===== src/rtl/vfu_wb_arbiter_pkg.sv =====
// Shared types for the vector write-back arbiter: instruction ids, element data and arbitration mode.
// Optional feature macro used by this slice: VFU_WB_BYPASS_EN (0-cycle FIFO bypass in vfu_wb_arbiter).
package vfu_wb_arbiter_pkg;

    localparam int unsigned NrVInsn = 8;
    localparam int unsigned ELEN    = 64;

    typedef logic [$clog2(NrVInsn)-1:0] vid_t;
    typedef logic [ELEN-1:0]            elen_t;

    typedef enum logic {
        WbArbFixed = 1'b0,
        WbArbRR    = 1'b1
    } wb_arb_mode_e;

endpackage


===== src/rtl/vfu_wb_fifo.sv =====
// Single-channel write-back FIFO with per-slot valid/id exported for pending-instruction tracking.
// Not affected by VFU_WB_BYPASS_EN; bypassed entries simply never get pushed here.
module vfu_wb_fifo
    import vfu_wb_arbiter_pkg::*;
#(
    parameter int unsigned Depth     = 2,
    parameter type         payload_t = logic
) (
    input  logic                  clk_i,
    input  logic                  rst_ni,
    input  logic                  flush_i,
    input  logic                  push_i,
    input  logic                  pop_i,
    input  vid_t                  id_i,
    input  payload_t              payload_i,
    output logic                  full_o,
    output logic                  empty_o,
    output vid_t                  head_id_o,
    output payload_t              head_payload_o,
    output logic [Depth-1:0]      valid_o,
    output vid_t [Depth-1:0]      ids_o
);

    localparam int unsigned PtrW = (Depth > 1) ? $clog2(Depth) : 1;
    typedef logic [PtrW-1:0] ptr_t;

    ptr_t             rd_ptr_q, wr_ptr_q;
    logic [Depth-1:0] valid_q;
    vid_t [Depth-1:0] id_q;
    payload_t         mem_q [Depth];

    function automatic ptr_t ptr_inc(input ptr_t p);
        return (p == ptr_t'(Depth - 1)) ? '0 : p + 1'b1;
    endfunction

    // Entries stay contiguous, so one valid bit per slot gives full/empty directly.
    assign full_o         = valid_q[wr_ptr_q];
    assign empty_o        = !valid_q[rd_ptr_q];
    assign head_id_o      = id_q[rd_ptr_q];
    assign head_payload_o = mem_q[rd_ptr_q];
    assign valid_o        = valid_q;
    assign ids_o          = id_q;

    // NOTE: sequential state uses non-blocking assignments so every flop samples pre-edge values.
    always_ff @(posedge clk_i or negedge rst_ni) begin
        if (!rst_ni) begin
            valid_q  <= '0;
            rd_ptr_q <= '0;
            wr_ptr_q <= '0;
        end else if (flush_i) begin
            valid_q  <= '0;
            rd_ptr_q <= '0;
            wr_ptr_q <= '0;
        end else begin
            if (pop_i) begin
                valid_q[rd_ptr_q] <= 1'b0;
                rd_ptr_q          <= ptr_inc(rd_ptr_q);
            end
            if (push_i) begin
                valid_q[wr_ptr_q] <= 1'b1;
                wr_ptr_q          <= ptr_inc(wr_ptr_q);
            end
        end
    end

    // NOTE: storage is not reset; valid_q masks stale contents, so only control state needs reset.
    always_ff @(posedge clk_i) begin
        if (push_i) begin
            id_q[wr_ptr_q]  <= id_i;
            mem_q[wr_ptr_q] <= payload_i;
        end
    end

endmodule


===== src/rtl/vfu_wb_arbiter.sv =====
// Per-lane write-back arbiter: NrFUs buffered result channels merged onto one VRF write port.
// Define VFU_WB_BYPASS_EN to let live requests reach the VRF port in the same cycle when all FIFOs are idle.
module vfu_wb_arbiter
    import vfu_wb_arbiter_pkg::*;
#(
    parameter int unsigned NrFUs      = 2,
    parameter int unsigned BufDepth   = 2,
    parameter bit          RoundRobin = 1'b1,
    parameter type         vaddr_t    = logic,
    parameter int unsigned DataWidth  = $bits(elen_t),
    parameter type         strb_t     = logic [DataWidth/8-1:0]
) (
    input  logic                      clk_i,
    input  logic                      rst_ni,
    input  logic [NrFUs-1:0]          fu_req_i,
    input  vid_t [NrFUs-1:0]          fu_id_i,
    input  vaddr_t [NrFUs-1:0]        fu_addr_i,
    input  elen_t [NrFUs-1:0]         fu_wdata_i,
    input  strb_t [NrFUs-1:0]         fu_be_i,
    output logic [NrFUs-1:0]          fu_gnt_o,
    output logic                      vrf_req_o,
    output vid_t                      vrf_id_o,
    output vaddr_t                    vrf_addr_o,
    output elen_t                     vrf_wdata_o,
    output strb_t                     vrf_be_o,
    input  logic                      vrf_gnt_i,
    output logic [NrVInsn-1:0]        pending_vinsn_o,
    input  logic                      flush_i
);

    localparam int unsigned IdxW = (NrFUs > 1) ? $clog2(NrFUs) : 1;
    typedef logic [IdxW-1:0] idx_t;

    typedef struct packed {
        vaddr_t addr;
        elen_t  wdata;
        strb_t  be;
    } payload_t;

    localparam wb_arb_mode_e Mode = RoundRobin ? WbArbRR : WbArbFixed;

    logic [NrFUs-1:0]                 full, empty, push, pop;
    vid_t [NrFUs-1:0]                 head_id;
    payload_t [NrFUs-1:0]             head_pl, in_pl;
    logic [NrFUs-1:0][BufDepth-1:0]   ent_valid;
    vid_t [NrFUs-1:0][BufDepth-1:0]   ent_id;

    idx_t rr_q, lock_idx_q, sel, start;
    logic lock_q, any_buf, byp, fire;

    // First set bit of cand at or after start, wrapping modulo NrFUs.
    function automatic idx_t pick(input logic [NrFUs-1:0] cand, input idx_t first);
        idx_t res;
        idx_t c;
        logic found;
        res   = '0;
        c     = first;
        found = 1'b0;
        for (int unsigned k = 0; k < NrFUs; k++) begin
            if (!found && cand[c]) begin
                found = 1'b1;
                res   = c;
            end
            c = (c == idx_t'(NrFUs - 1)) ? '0 : c + 1'b1;
        end
        return res;
    endfunction

    for (genvar i = 0; i < NrFUs; i++) begin : g_fifo
        assign in_pl[i] = '{addr: fu_addr_i[i], wdata: fu_wdata_i[i], be: fu_be_i[i]};

        vfu_wb_fifo #(
            .Depth     (BufDepth),
            .payload_t (payload_t)
        ) i_fifo (
            .clk_i          (clk_i),
            .rst_ni         (rst_ni),
            .flush_i        (flush_i),
            .push_i         (push[i]),
            .pop_i          (pop[i]),
            .id_i           (fu_id_i[i]),
            .payload_i      (in_pl[i]),
            .full_o         (full[i]),
            .empty_o        (empty[i]),
            .head_id_o      (head_id[i]),
            .head_payload_o (head_pl[i]),
            .valid_o        (ent_valid[i]),
            .ids_o          (ent_id[i])
        );
    end

    // NOTE: every always_comb output gets a default first, so no path can infer a latch.
    always_comb begin
        any_buf = |(~empty);
        start   = (Mode == WbArbRR) ? rr_q : '0;
        sel     = lock_q ? lock_idx_q : pick(~empty, start);
        byp     = 1'b0;
`ifdef VFU_WB_BYPASS_EN
        if (!any_buf && !lock_q && !flush_i && (|fu_req_i)) begin
            byp = 1'b1;
            sel = pick(fu_req_i, start);
        end
`endif
        vrf_req_o   = any_buf | byp;
        vrf_id_o    = byp ? fu_id_i[sel]    : head_id[sel];
        vrf_addr_o  = byp ? fu_addr_i[sel]  : head_pl[sel].addr;
        vrf_wdata_o = byp ? fu_wdata_i[sel] : head_pl[sel].wdata;
        vrf_be_o    = byp ? fu_be_i[sel]    : head_pl[sel].be;
        fire        = vrf_req_o & vrf_gnt_i;

        for (int i = 0; i < NrFUs; i++) begin
            fu_gnt_o[i] = fu_req_i[i] & ~full[i] & ~flush_i;
            // A granted bypass goes straight to the VRF and must not also land in the FIFO.
            push[i]     = fu_gnt_o[i] & ~(byp & fire & (sel == idx_t'(i)));
            pop[i]      = any_buf & fire & (sel == idx_t'(i));
        end
    end

    always_comb begin
        pending_vinsn_o = '0;
        for (int i = 0; i < NrFUs; i++) begin
            for (int j = 0; j < BufDepth; j++) begin
                if (ent_valid[i][j]) pending_vinsn_o[ent_id[i][j]] = 1'b1;
            end
        end
    end

    // The lock pins the presented channel until the VRF takes it, keeping vrf_* stable.
    always_ff @(posedge clk_i or negedge rst_ni) begin
        if (!rst_ni) begin
            rr_q       <= '0;
            lock_q     <= 1'b0;
            lock_idx_q <= '0;
        end else if (flush_i) begin
            lock_q <= 1'b0;
        end else if (fire) begin
            lock_q <= 1'b0;
            rr_q   <= (sel == idx_t'(NrFUs - 1)) ? '0 : sel + 1'b1;
        end else if (vrf_req_o) begin
            lock_q     <= 1'b1;
            lock_idx_q <= sel;
        end
    end

endmodule


===== config.mk =====
export PLATFORM = sky130hd
export DESIGN_NAME = vfu_wb_arbiter
export DESIGN_NICKNAME = d
export VERILOG_FILES = /design/src/rtl/vfu_wb_arbiter_pkg.sv /design/src/rtl/vfu_wb_fifo.sv /design/src/rtl/vfu_wb_arbiter.sv
export SDC_FILE = /design/constraint.sdc
export NUM_CORES = 1
export LEC_CHECK = 0
export ABC_CLOCK_PERIOD_IN_PS = 5800
export BUFFER_PORTS_ARGS = -buffer_cell sky130_fd_sc_hd__buf_2
export CORE_MARGIN = 3
export CORE_UTILIZATION = 54
export CTS_BUF_LIST = sky130_fd_sc_hd__clkbuf_2 sky130_fd_sc_hd__clkbuf_4 sky130_fd_sc_hd__clkbuf_8
export DETAILED_ROUTE_END_ITERATION = 10
export GPL_ROUTABILITY_DRIVEN = 0
export PLACE_DENSITY = 0.78
export SETUP_SLACK_MARGIN = 0.4
export SLEW_MARGIN = 20
export SYNTH_ARGS = -nofsm -noshare
export SYNTH_HDL_FRONTEND = slang
export SYNTH_HIERARCHICAL = 1
export SYNTH_SLANG_ARGS = --single-unit
export TNS_END_PERCENT = 100

===== constraint.sdc =====
create_clock -name clk_i -period 5.8 [get_ports clk_i]
set_clock_uncertainty 0.05 [all_clocks]
set_input_delay 1.74 -clock clk_i [delete_from_list [all_inputs] [get_ports clk_i]]
set_output_delay 1.74 -clock clk_i [all_outputs]
set_load 0.02 [all_outputs]

# Word-level counts from Yosys, hierarchy flattened
# Memory sizes are Yosys's and may differ from the RTL's.
# Cells that the tools add are included.
# op_classes
n_bitwise,23
add_sub_neg,6
n_eq_ne,0
muxes,79
n_mul,0
div,0
shifts,0
magnitude_cmp,19
n_reduce_logical,20
# op_table
cell,n
$mux 73,2
$mux 1,45
$mux 8,4
$mux 3,8
$or 8x8->8,3
$lt 3x4->1 const B,4
$mux 2,8
$lt 1x2->1 const B,7
$bwmux 6,2
$demux 1 s3,4
$ge 3x1->1 const B,4
$logic_and 1x1->1,9
$and 1x1->1,8
$reduce_bool 2->1,4
$add 1x1->1 const B,6
$demux 3 s1,2
$not 2->2,3
$not 1->1,5
$and 2x2->2,2
$demux 1 s1,4
$ge 1x1->1 const B,4
$or 2x2->2,2
$logic_not 1->1,3
$reduce_and 3->1,1
other kinds (3),3
# totals
memories,2
inputBits,158
out_inout_bits,87
word_cells,162
latch_bits,0
rom_bits,0
ramBits,292
regBits,23
# memory_table
name,depth,width,read_ports,rd_clocked_by_memory_dff,write_ports,line,source
g_fifo[0].i_fifo.mem_q,2,73,1,0,1,vfu_wb_fifo.sv:30,payload_t mem_q [Depth];
g_fifo[1].i_fifo.mem_q,2,73,1,0,1,vfu_wb_fifo.sv:30,

# Depth between registers and ports, before layout
# Gate-level depths: netlist (run 1).
# depth
word_depth,18
mapped_depth,10

# Hierarchy
# Netlist (run 1), hierarchy kept.
# by_module_without_submodules
module,n_inst,area_per_inst_um2,cells_per_inst
vfu_wb_fifo,2,6012.0,255
vfu_wb_arbiter,1,1391.3,149

# Worst setup path after synthesis (run 1)
# OpenSTA, ideal clock, no wires.
# synth_path
path_type,input-to-reg
from,in flush_i
to,reg g_fifo[0].i_fifo.valid_q[0]
path_stages,3
setup_time_ps,78
path_buffers,0
setup_slack_ps,-741
t_arrival_ps,6413
cell_sequence,nor3b_1 nor2b_1 a22o_1
# synth_between
elab_chain_len,4
# synth_rtl
item,line,source
from (decl),vfu_wb_arbiter.sv:28,input logic flush_i
$not 1->1 (no source line),-,
$and 1x1->1,vfu_wb_arbiter.sv:112,fu_gnt_o[i] = fu_req_i[i] & ~full[i] & ~flush_i;
$mux 2,vfu_wb_fifo.sv:59,if (push_i) begin
$mux 2 (*),vfu_wb_fifo.sv:50,end else if (flush_i) begin
to (signal assigned),vfu_wb_fifo.sv:51,valid_q <= '0;
"to (signal, indexed assignment)",vfu_wb_fifo.sv:56,valid_q[rd_ptr_q] <= 1'b0;
"to (signal, indexed assignment)",vfu_wb_fifo.sv:60,valid_q[wr_ptr_q] <= 1'b1;
to (decl),vfu_wb_fifo.sv:28,logic [Depth-1:0] valid_q;
# Mark *: on every way between the ends. The rest lies on a longest branch, timed or not.
# A chain may end at the register's enable or synchronous reset.

# Final worst setup path (run 1)
# layout_path
from,reg g_fifo[0].i_fifo.valid_q[1]
to,out vrf_wdata_o[13]
# layout_between
elab_chain_len,13
word_cells_on_any_way,16
# layout_rtl
item,line,source
from (signal assigned),vfu_wb_fifo.sv:47,valid_q <= '0;
from (signal assigned),vfu_wb_fifo.sv:51,
"from (signal, indexed assignment)",vfu_wb_fifo.sv:56,
$mux 1 (not written as such) (*) (2 in a row),vfu_wb_fifo.sv:38,assign empty_o = !valid_q[rd_ptr_q];
$logic_not 1->1 (*),vfu_wb_fifo.sv:38,
named net empty[0],vfu_wb_arbiter.sv:42,"logic [NrFUs-1:0] full, empty, push, pop;"
$not 2->2 (*),vfu_wb_arbiter.sv:96,"sel = lock_q ? lock_idx_q : pick(~empty, start);"
$mux 1 (not written as such) (2 in a row),vfu_wb_arbiter.sv:60,if (!found && cand[c]) begin
$mux 1,vfu_wb_arbiter.sv:60,
$logic_not 1->1,vfu_wb_arbiter.sv:60,
$logic_and 1x1->1,vfu_wb_arbiter.sv:60,
$mux 1 (*),vfu_wb_arbiter.sv:60,
$mux 1 (*),vfu_wb_arbiter.sv:96,
$mux 73 (*) (2 in a row),-,
to (decl),vfu_wb_arbiter.sv:24,"output elen_t vrf_wdata_o,"
# The timed path passes the listed nets; every way through them passes the cells marked *. The select of a mux whose other input is x is not followed.

==> flow_summary.yaml, run 1 <==
sta:
  max_freq_mhz: 210
  setup_viol_count_final: 0
  hold_viol: 0
  fin_crit_sh_pct: 82.0
  slew_viol_final: 0
  finalSetupTns_ns: 0
  relSlewSlack_pct: 35.1
  tightest_slew_ns: 0.973
  grt_setup_unrepaired: "no"
  fin_crit_ns: 4.76
route:
  drc: 0
  dr.first_iter.drc_count: 276
  routedWlPerCell_um: 19.7
  first_pass_iters: 5
  ant_nets: 0
  vias: 6862
  vias_per_cell: 5.25
  wirelength_mm: 25.7
critical_path:
  end_kind: "output port"
  crit_path_start_kind: "flop"
  r2r_cells: 4
  path_delay_family: "buffers and inverters"
  crit_fanout: 51
  path_cells: "mux2i_1 > nor2_1 > o31ai_4 > buf_4 > mux2_2 > buf_2"
  path_buf_inv: 2
  required_ns: 4.01
  r2r_setup_slack_ns: 2.92
  critPathKind: "reg -> out"
  r2r_end: "g_fifo[0].i_fifo/mem_q[0][36]"
  critPathArrivalTime_ns: 2.97
  slowest_stage: "buf_4"
  slowest_delay_ns: 0.67
  crit-reg2reg-launch: "g_fifo[0].i_fifo/wr_ptr_q"
yosys:
  synthArstFlopShare_pct: 3.49
  yosys_warnings: 6
  synth_cell_types: 40
  ys_seq_area_share_pct: 70.1
  synth_cells: 659
  synth_flop_cell: "edfxtp_1"
  syn_area_um2: 13400
  syn_avg_cell_area_um2: 20.4
  synth_fp_nets: 817
  ys_ff_latch: 315
  synth_edf_count: 304
cts:
  cts_resized: 0
  clock_latency_ns: 0.54
  clkTransAtPathRegs_ns: 0.06
  numClockSinks: 315
  cts_hold_buffers: 0
  numCtsBuffers: 49
  cts_tree: "yes"
  cts_buffer_depth: 3
  cts_setup_buffers: 0
  cts_htree_levels: 2
  root_buffer: "clkbuf_8"
cells_and_area:
  drive_above_1_share_pct: 57.1
  multi_input_area_um2: 3760
  nNetsFinal: 1100
  post-route-cell-area_um2: 15900
  seqCellArea_um2: 9410
  area_growth_pct: 18.4
  nFillCells: 1688
flow_run:
  cap_violations: 0
power:
  power.leakage_nw: 6.03
  cellPowerDensity_nw_per_um2: 336
  vdd_drop_max_uv: 256
  power.total_mw: 5.33
place:
  dp_hpwl_mm: 16.4
  io_buffers: 244
  post_dp_cell_area_um2: 14900
grt:
  grt.total_usage_pct: 19.0
  grt_max_degree: 52
  grt_pass1_wl_mm: 39.1
  overflow: 0
  antenna_found_initial: 5
  grt_pass1_vias: 7285
die:
  die_w_um: 164
  io_pins: 245
  start_util_pct: 55.0
  rows: 57
  dieArea_um2: 26800
  coreArea_um2: 24400
  die_h_um: 164
worst_hold_path:
  hold_end: "rr_q"
  hold_depth: 2
  min_path_type: "reg -> reg"
  worstHoldStart: "rr_q"
status:
  status: "complete, no violations"
[state kept, by name (all words and copies together), names as in the netlist]
name / count
lock_idx_q: 1
g_fifo.i_fifo/valid_o: 4
g_fifo.i_fifo/ids_o: 12
g_fifo.i_fifo/rd_ptr_q: 2
g_fifo.i_fifo/wr_ptr_q: 2
g_fifo.i_fifo/mem_q: 292
rr_q: 1
lock_q: 1
[worst max-delay path by stage]
stage,from,endpoint,depth (start not counted),slack (ns)
global placement,flush_i,fu_gnt_o[0],3,1.35
detailed placement,flush_i,fu_gnt_o[0],3,1.30
CTS,g_fifo[0].i_fifo/valid_o[1],vrf_wdata_o[13],6,0.97
floorplan,flush_i,g_fifo[0].i_fifo/ids_o[0],2,0.70
global route,g_fifo[0].i_fifo/valid_o[1],vrf_wdata_o[13],6,0.85
finish,g_fifo[0].i_fifo/valid_o[1],vrf_wdata_o[13],6,1.04
[stage by stage]
step                hold WS, ns  instances  setup slack (ns)  util [%]
detailed placement        0.453       1215              1.30      61.2
CTS                       0.467       1306             0.973      65.1
finish                    0.467       1307              1.04      65.1
global route              0.478       1306             0.851      65.1
global placement          0.444       1215              1.35      61.2
floorplan                 0.424        659             0.698         -
[cell usage after synthesis (all sizes together) (2+ instances only)]
cell,instances,area share [%]
edfxtp,304,68
mux2,230,24
buf,26,1.9
dfrtp,11,2.1
nor2,9,0.25
nor2b,9,0.42
nand2,8,0.22
nand2b,8,0.49
a31oi,5,0.23
a21oi,4,0.15
nand3,4,0.15
and4b,3,0.22
inv,3,0.084
o211ai,3,0.17
a21boi,2,0.11
a22o,2,0.13
and2,2,0.093
mux2i,2,0.15
nand4,2,0.093
nor3b,2,0.11
nor4bb,2,0.15
o21a,2,0.11
o21ai,2,0.075
o311ai,2,0.13
o31ai,2,0.21
xnor2,2,0.13
[worst reg2reg max path, cell delays in order (launching register included)]
cell and delay (ns):
dfrtp_1 0.45, mux2_2 0.36, nor3b_1 0.43, nor2b_4 0.65, buf_4 0.55
[cell families after synthesis]
group                  synth area share [%]
flip-flops                             70.1
multiplexers                           23.7
AND/OR/NAND/NOR                        2.27
AO/OA/AOI/OAI                          1.79
buffers and inverters                  2.01
XOR/XNOR                              0.131
[report_power, final]
group | switching (mW) | internal, mW
clock network | 0.799 | 0.966
registers | 0.0368 | 2.61
logic | 0.490 | 0.426
total | 1.33 | 4.00
[per-layer routing]
layer / GRT usage, % / vias up / part of all wire (%)
li1: - / 3187 / -
met1: 23.0 / 3366 / 40
met2: 32.8 / 264 / 50
met3: 6.57 / 37 / 9.1
met4: 4.69 / 8 / 1.4
met5: 0 / - / 0.18
[layout by cell type, fill, tap and decap left out, types with 8 or more instances in the layout]
cell / Yosys / routed
clkinv_2: 0 / 9
dfrtp_1: 11 / 9
nor2_1: 9 / 9
clkbuf_4: 0 / 17
buf_4: 1 / 14
mux2_2: 60 / 60
nand2_1: 8 / 8
mux2_4: 152 / 152
edfxtp_1: 304 / 304
clkinv_1: 0 / 10
mux2_1: 18 / 18
buf_2: 5 / 244
clkbuf_8: 0 / 54
[cell type report]
type	count	share of cell area, %
well taps	324	2.55
diodes	1	0.0158
multi-input cells	315	23.7
clock buffers	71	5.48
inverters	3	0.0709
repair buffers	258	8.35
flip-flops and latches	315	59.3
clock inverters	20	0.567
Power figures use the tool's default switching activity.
==> run 2, diff against run 1 <==
- ABC_CLOCK_PERIOD_IN_PS: 5800 -> 4600
- clock period: 5.8 -> 4.6 ns (I/O delays scaled with it)
==> run 2 against run 1 <==
First-iteration DRC count is 67% higher. Power is 29% higher. Non-clock buffer count is 2 lower. Cell count is 0.61% lower. Clock power is 36% higher. Critical endpoint is now vrf_wdata_o[37].
==> flow_summary.yaml, run 2 (same netlist as run 1, synthesis figures left out) <==
worst_hold_path:
  min_path_type: "reg -> reg"
route:
  first_pass_iters: 7
  wirelength_mm: 26.8
  drc: 0
  routedWlPerCell_um: 20.6
  vias: 6996
  dr.first_iter.drc_count: 460
  ant_nets: 0
  vias_per_cell: 5.39
cts:
  cts_hold_buffers: 0
  clock_latency_ns: 0.55
  cts_buffer_depth: 3
  numClockSinks: 315
  root_buffer: "clkbuf_8"
  numCtsBuffers: 50
  cts_tree: "yes"
  clkTransAtPathRegs_ns: 0.05
  cts_htree_levels: 2
  cts_resized: 0
  cts_setup_buffers: 0
critical_path:
  crit_fanout: 42
  end_kind: "output port"
  r2r_setup_slack_ns: 1.90
  critPathKind: "reg -> out"
  crit_path_start_kind: "flop"
  required_ns: 3.17
  critPathArrivalTime_ns: 2.64
sta:
  holdWs_ns: 0.471
  finalSetupTns_ns: 0
  slew_viol_final: 0
  relSlewSlack_pct: 44.4
  setup_viol_count_final: 0
  grt_setup_unrepaired: "yes"
  hold_viol: 0
  fin_crit_ns: 4.07
  max_freq_mhz: 246
  fin_crit_sh_pct: 88.4
  tightest_slew_ns: 0.834
cells_and_area:
  multi_input_area_um2: 3760
  largest_register_ffs: 292
  nNetsFinal: 1099
  drive_above_1_share_pct: 56.9
  seqCellArea_um2: 9410
  area_growth_pct: 19.0
  top_register: "g_fifo.i_fifo/mem_q"
  final_core_util_pct: 65.5
  final_common_cell: "edfxtp_1"
  post-route-cell-area_um2: 16000
  layout_common_cells: "304 x edfxtp_1, 244 x buf_2, 152 x mux2_4"
  nFillCells: 1710
place:
  io_buffers: 244
  dp_hpwl_mm: 16.9
  post_dp_cell_area_um2: 14900
grt:
  overflow: 0
  grt_max_degree: 80
  grt_pass1_vias: 7372
  antenna_found_initial: 8
  grt_pass1_wl_mm: 40.7
  grt.total_usage_pct: 19.9
die:
  rows: 57
  io_pins: 245
  start_util_pct: 55.0
  die_h_um: 164
  dieArea_um2: 26800
  die_w_um: 164
  coreArea_um2: 24400
power:
  cellPowerDensity_nw_per_um2: 432
  power.leakage_nw: 6.05
  vdd_drop_max_uv: 257
  power.total_mw: 6.90
status:
  status: "complete, no violations"
flow_run:
  cap_violations: 0
==> run 2: cell types whose count changed in the layout (fill, tap and decap cells not counted) <==
| cell | before | now |
|---|---|---|
| clkinv_1 | 10 | 9 |
| buf_12 | 0 | 3 |
| clkinvlp_4 | 1 | 0 |
| buf_8 | 0 | 2 |
| clkinv_2 | 9 | 1 |
| inv_6 | 0 | 2 |
| bufinv_16 | 0 | 4 |
| buf_4 | 14 | 7 |
| clkbuf_4 | 17 | 18 |
| clkbuf_8 | 54 | 51 |
==> run 2: cell type report <==
| class | instances | share of cell area (%) |
|---|---|---|
| Timing Repair Buffer | 256 | 8.54 |
| Antenna cell | 1 | 0.0157 |
| Clock inverter | 16 | 1.10 |
| Tap cell | 324 | 2.54 |
| Multi-Input combinational cell | 315 | 23.6 |
| Clock buffer | 69 | 5.24 |
| Sequential cell | 315 | 58.9 |
| Inverter | 3 | 0.0705 |
==> run 2: worst paths after layout <==
| check | from | to | cells after the start |
|---|---|---|---|
| max | g_fifo[0].i_fifo/rd_ptr_q | vrf_wdata_o[37] | 6 |
| max in group asynchronous | rst_ni | g_fifo[0].i_fifo/rd_ptr_q | 1 |
| min | rr_q | rr_q | 2 |
| min in group asynchronous | rst_ni | g_fifo[1].i_fifo/rd_ptr_q | 1 |
| max reg2reg | g_fifo[0].i_fifo/wr_ptr_q | g_fifo[0].i_fifo/mem_q[1][3] | 4 |
| min reg2reg | rr_q | rr_q | 2 |
==> run 2: report_power, final <==
group / internal, mW / switching [mW] / leakage, nW
clock: 1.39 / 1.00 / 0.533
sequential: 3.29 / 0.0479 / 2.92
combinational: 0.543 / 0.618 / 2.59
total: 5.23 / 1.67 / 6.05
==> run 2: worst max-delay path, stage by stage (launching register included) <==
cell and delay, ns:
dfrtp_4 0.49, mux2i_1 0.28, nor2_1 0.13, o31ai_4 0.27, buf_8 0.36, mux2_2 0.39
buf_2 0.16
==> run 2: per-stage QoR <==
stage               worst slack, ns  std cells
floorplan                     0.702        659
global placement              0.876       1213
detailed placement            0.829       1213
CTS                           0.346       1298
global route                  0.345       1299
finish                        0.532       1299
==> run 2: layer usage <==
| metal | global-route usage [%] | share of wire [%] | up-vias |
|---|---|---|---|
| met1 | 26.0 | 41 | 3459 |
| li1 | - | - | 3185 |
| met5 | 0 | 0.29 | - |
| met3 | 6.44 | 8.7 | 57 |
| met2 | 32.5 | 48 | 281 |
| met4 | 5.07 | 1.7 | 14 |
==> run 3, diff against run 2 <==
- CORE_MARGIN: 3 -> not set
==> run 3 against run 2 <==
Die area down 4.8%. Largest power group unchanged. Register-to-register slack worse by 0.10 ns. Count of clock-buffer cells in the layout up 9. Power down 0.72%. Global-route usage up 0.98 points. Flip-flop and latch count unchanged. Utilization up 0.36 points. Via count about the same. Clock power down 3%. Worst hold slack better by 0.012 ns. First-iteration DRC count down 21%.
==> flow_summary.yaml, run 3 (same netlist as run 1, synthesis figures left out) <==
cts:
  clock_latency_ns: 0.54
  clkTransAtPathRegs_ns: 0.06
  root_buffer: "clkbuf_8"
  cts_tree: "yes"
  cts_htree_levels: 2
  cts_buffer_depth: 3
  numCtsBuffers: 51
  numClockSinks: 315
  cts_setup_buffers: 0
  cts_hold_buffers: 0
route:
  routedWlPerCell_um: 20.4
  dr.first_iter.drc_count: 365
  vias: 6994
  first_pass_iters: 6
  vias_per_cell: 5.36
  drc: 0
  wirelength_mm: 26.6
  ant_nets: 0
die:
  dieArea_um2: 25500
  coreArea_um2: 24300
  io_pins: 245
  rows: 57
  start_util_pct: 55.2
  die_w_um: 160
  die_h_um: 160
grt:
  overflow: 0
  grt_util_met1_pct: 27.4
  met3_usage_pct: 6.49
  use_met2_pct: 33.8
  antenna_found_initial: 2
  grt.total_usage_pct: 20.9
  grt_pass1_wl_mm: 40.6
  grt_max_degree: 80
  grt_pass1_vias: 7403
  top_usage_layer: "met2"
power:
  power.leakage_nw: 6.07
  cellPowerDensity_nw_per_um2: 428
  vdd_drop_max_uv: 320
  power.total_mw: 6.85
flow_run:
  cap_violations: 0
critical_path:
  slowest_delay_ns: 0.47
  crit-reg2reg-launch: "g_fifo[0].i_fifo/wr_ptr_q"
  r2r_cells: 4
  worst-path-stages: 6
  crit_fanout: 49
  required_ns: 3.17
  critPathKind: "reg -> out"
  r2r_end: "g_fifo[0].i_fifo/mem_q[0][62]"
  r2r_setup_slack_ns: 1.80
  path_cells: "mux2i_1 > nor2_1 > o31ai_4 > buf_12 > mux2_2 > buf_2"
  crit_path_start_kind: "flop"
  path_delay_family: "multiplexers"
  slowest_stage: "dfrtp_1"
  critPathArrivalTime_ns: 2.64
  path_buf_inv: 2
  end_kind: "output port"
cells_and_area:
  n_antenna_cell: 0
  top_register: "g_fifo.i_fifo/mem_q"
  area_growth_pct: 19.3
  post-route-cell-area_um2: 16000
  final_core_util_pct: 65.8
  nNetsFinal: 1101
  fin_cells: 1304
  largest_register_ffs: 292
  layout_common_cells: "304 x edfxtp_1, 244 x buf_2, 152 x mux2_4"
  drive_above_1_share_pct: 57.1
  final_common_cell: "edfxtp_1"
place:
  io_buffers: 244
  dp_hpwl_mm: 16.7
  place_inst: 1214
  dp_worst_setup_slack_ns: 0.805
  post_dp_cell_area_um2: 15000
worst_hold_path:
  min_path_type: "reg -> reg"
  hold_depth: 2
  worstHoldStart: "rr_q"
  hold_end: "rr_q"
sta:
  fin_crit_ns: 4.07
  fin_crit_sh_pct: 88.5
  slew_viol_final: 0
  postLayoutSetupSlackWorst_ns: 0.530
  hold_viol: 0
  holdWs_ns: 0.483
  setup_viol_count_final: 0
  finalSetupTns_ns: 0
  grt_setup_unrepaired: "yes"
  max_freq_mhz: 246
  relSlewSlack_pct: 42.5
  tightest_slew_ns: 0.863
status:
  status: "complete, no violations"
==> run 3: repair_timing <==
item,in CTS,in global routing
pin swaps,0,0
gates resized for setup,1,0
endpoints found under the setup margin,19,20
==> run 3: per-layer routing <==
metal / wire length (µm) / vias to the layer above / part of all wire (%)
met2: 12700 / 254 / 48
met1: 11400 / 3496 / 43
met5: 28 / - / 0.11
met4: 444 / 4 / 1.7
li1: - / 3192 / -
met3: 2110 / 48 / 7.9
==> run 3: worst max path at each step <==
stage / from / end / slack (ns)
floorplan: flush_i / g_fifo[0].i_fifo/ids_o[0] / 0.70
global placement: flush_i / fu_gnt_o[1] / 0.89
detailed placement: flush_i / fu_gnt_o[1] / 0.80
CTS: g_fifo[0].i_fifo/valid_o[1] / vrf_be_o[0] / 0.46
global route: g_fifo[0].i_fifo/valid_o[1] / vrf_wdata_o[59] / 0.38
finish: g_fifo[0].i_fifo/valid_o[1] / vrf_be_o[0] / 0.53
==> run 3: power breakdown <==
group          switching, mW  total (mW)  internal [mW]
registers             0.0483        3.34           3.29
logic                  0.624        1.18          0.552
clock network           1.01        2.33           1.32
total                   1.68        6.85           5.17
==> run 3: final cells by class <==
class                           instances  area [µm²]
Clock buffer                           78         923
Clock inverter                         12        73.8
Fill cell                            1687        8310
Inverter                                3        11.3
Multi-Input combinational cell        315        3760
Sequential cell                       315        9410
Tap cell                              324         405
Timing Repair Buffer                  257        1420
==> run 3: worst register-to-register path, cell delays in order, from the launching register on <==
cell and delay (ns):
dfrtp_1 0.50, mux2_2 0.41, nor3b_1 0.45, nor2b_4 0.74, buf_12 0.31
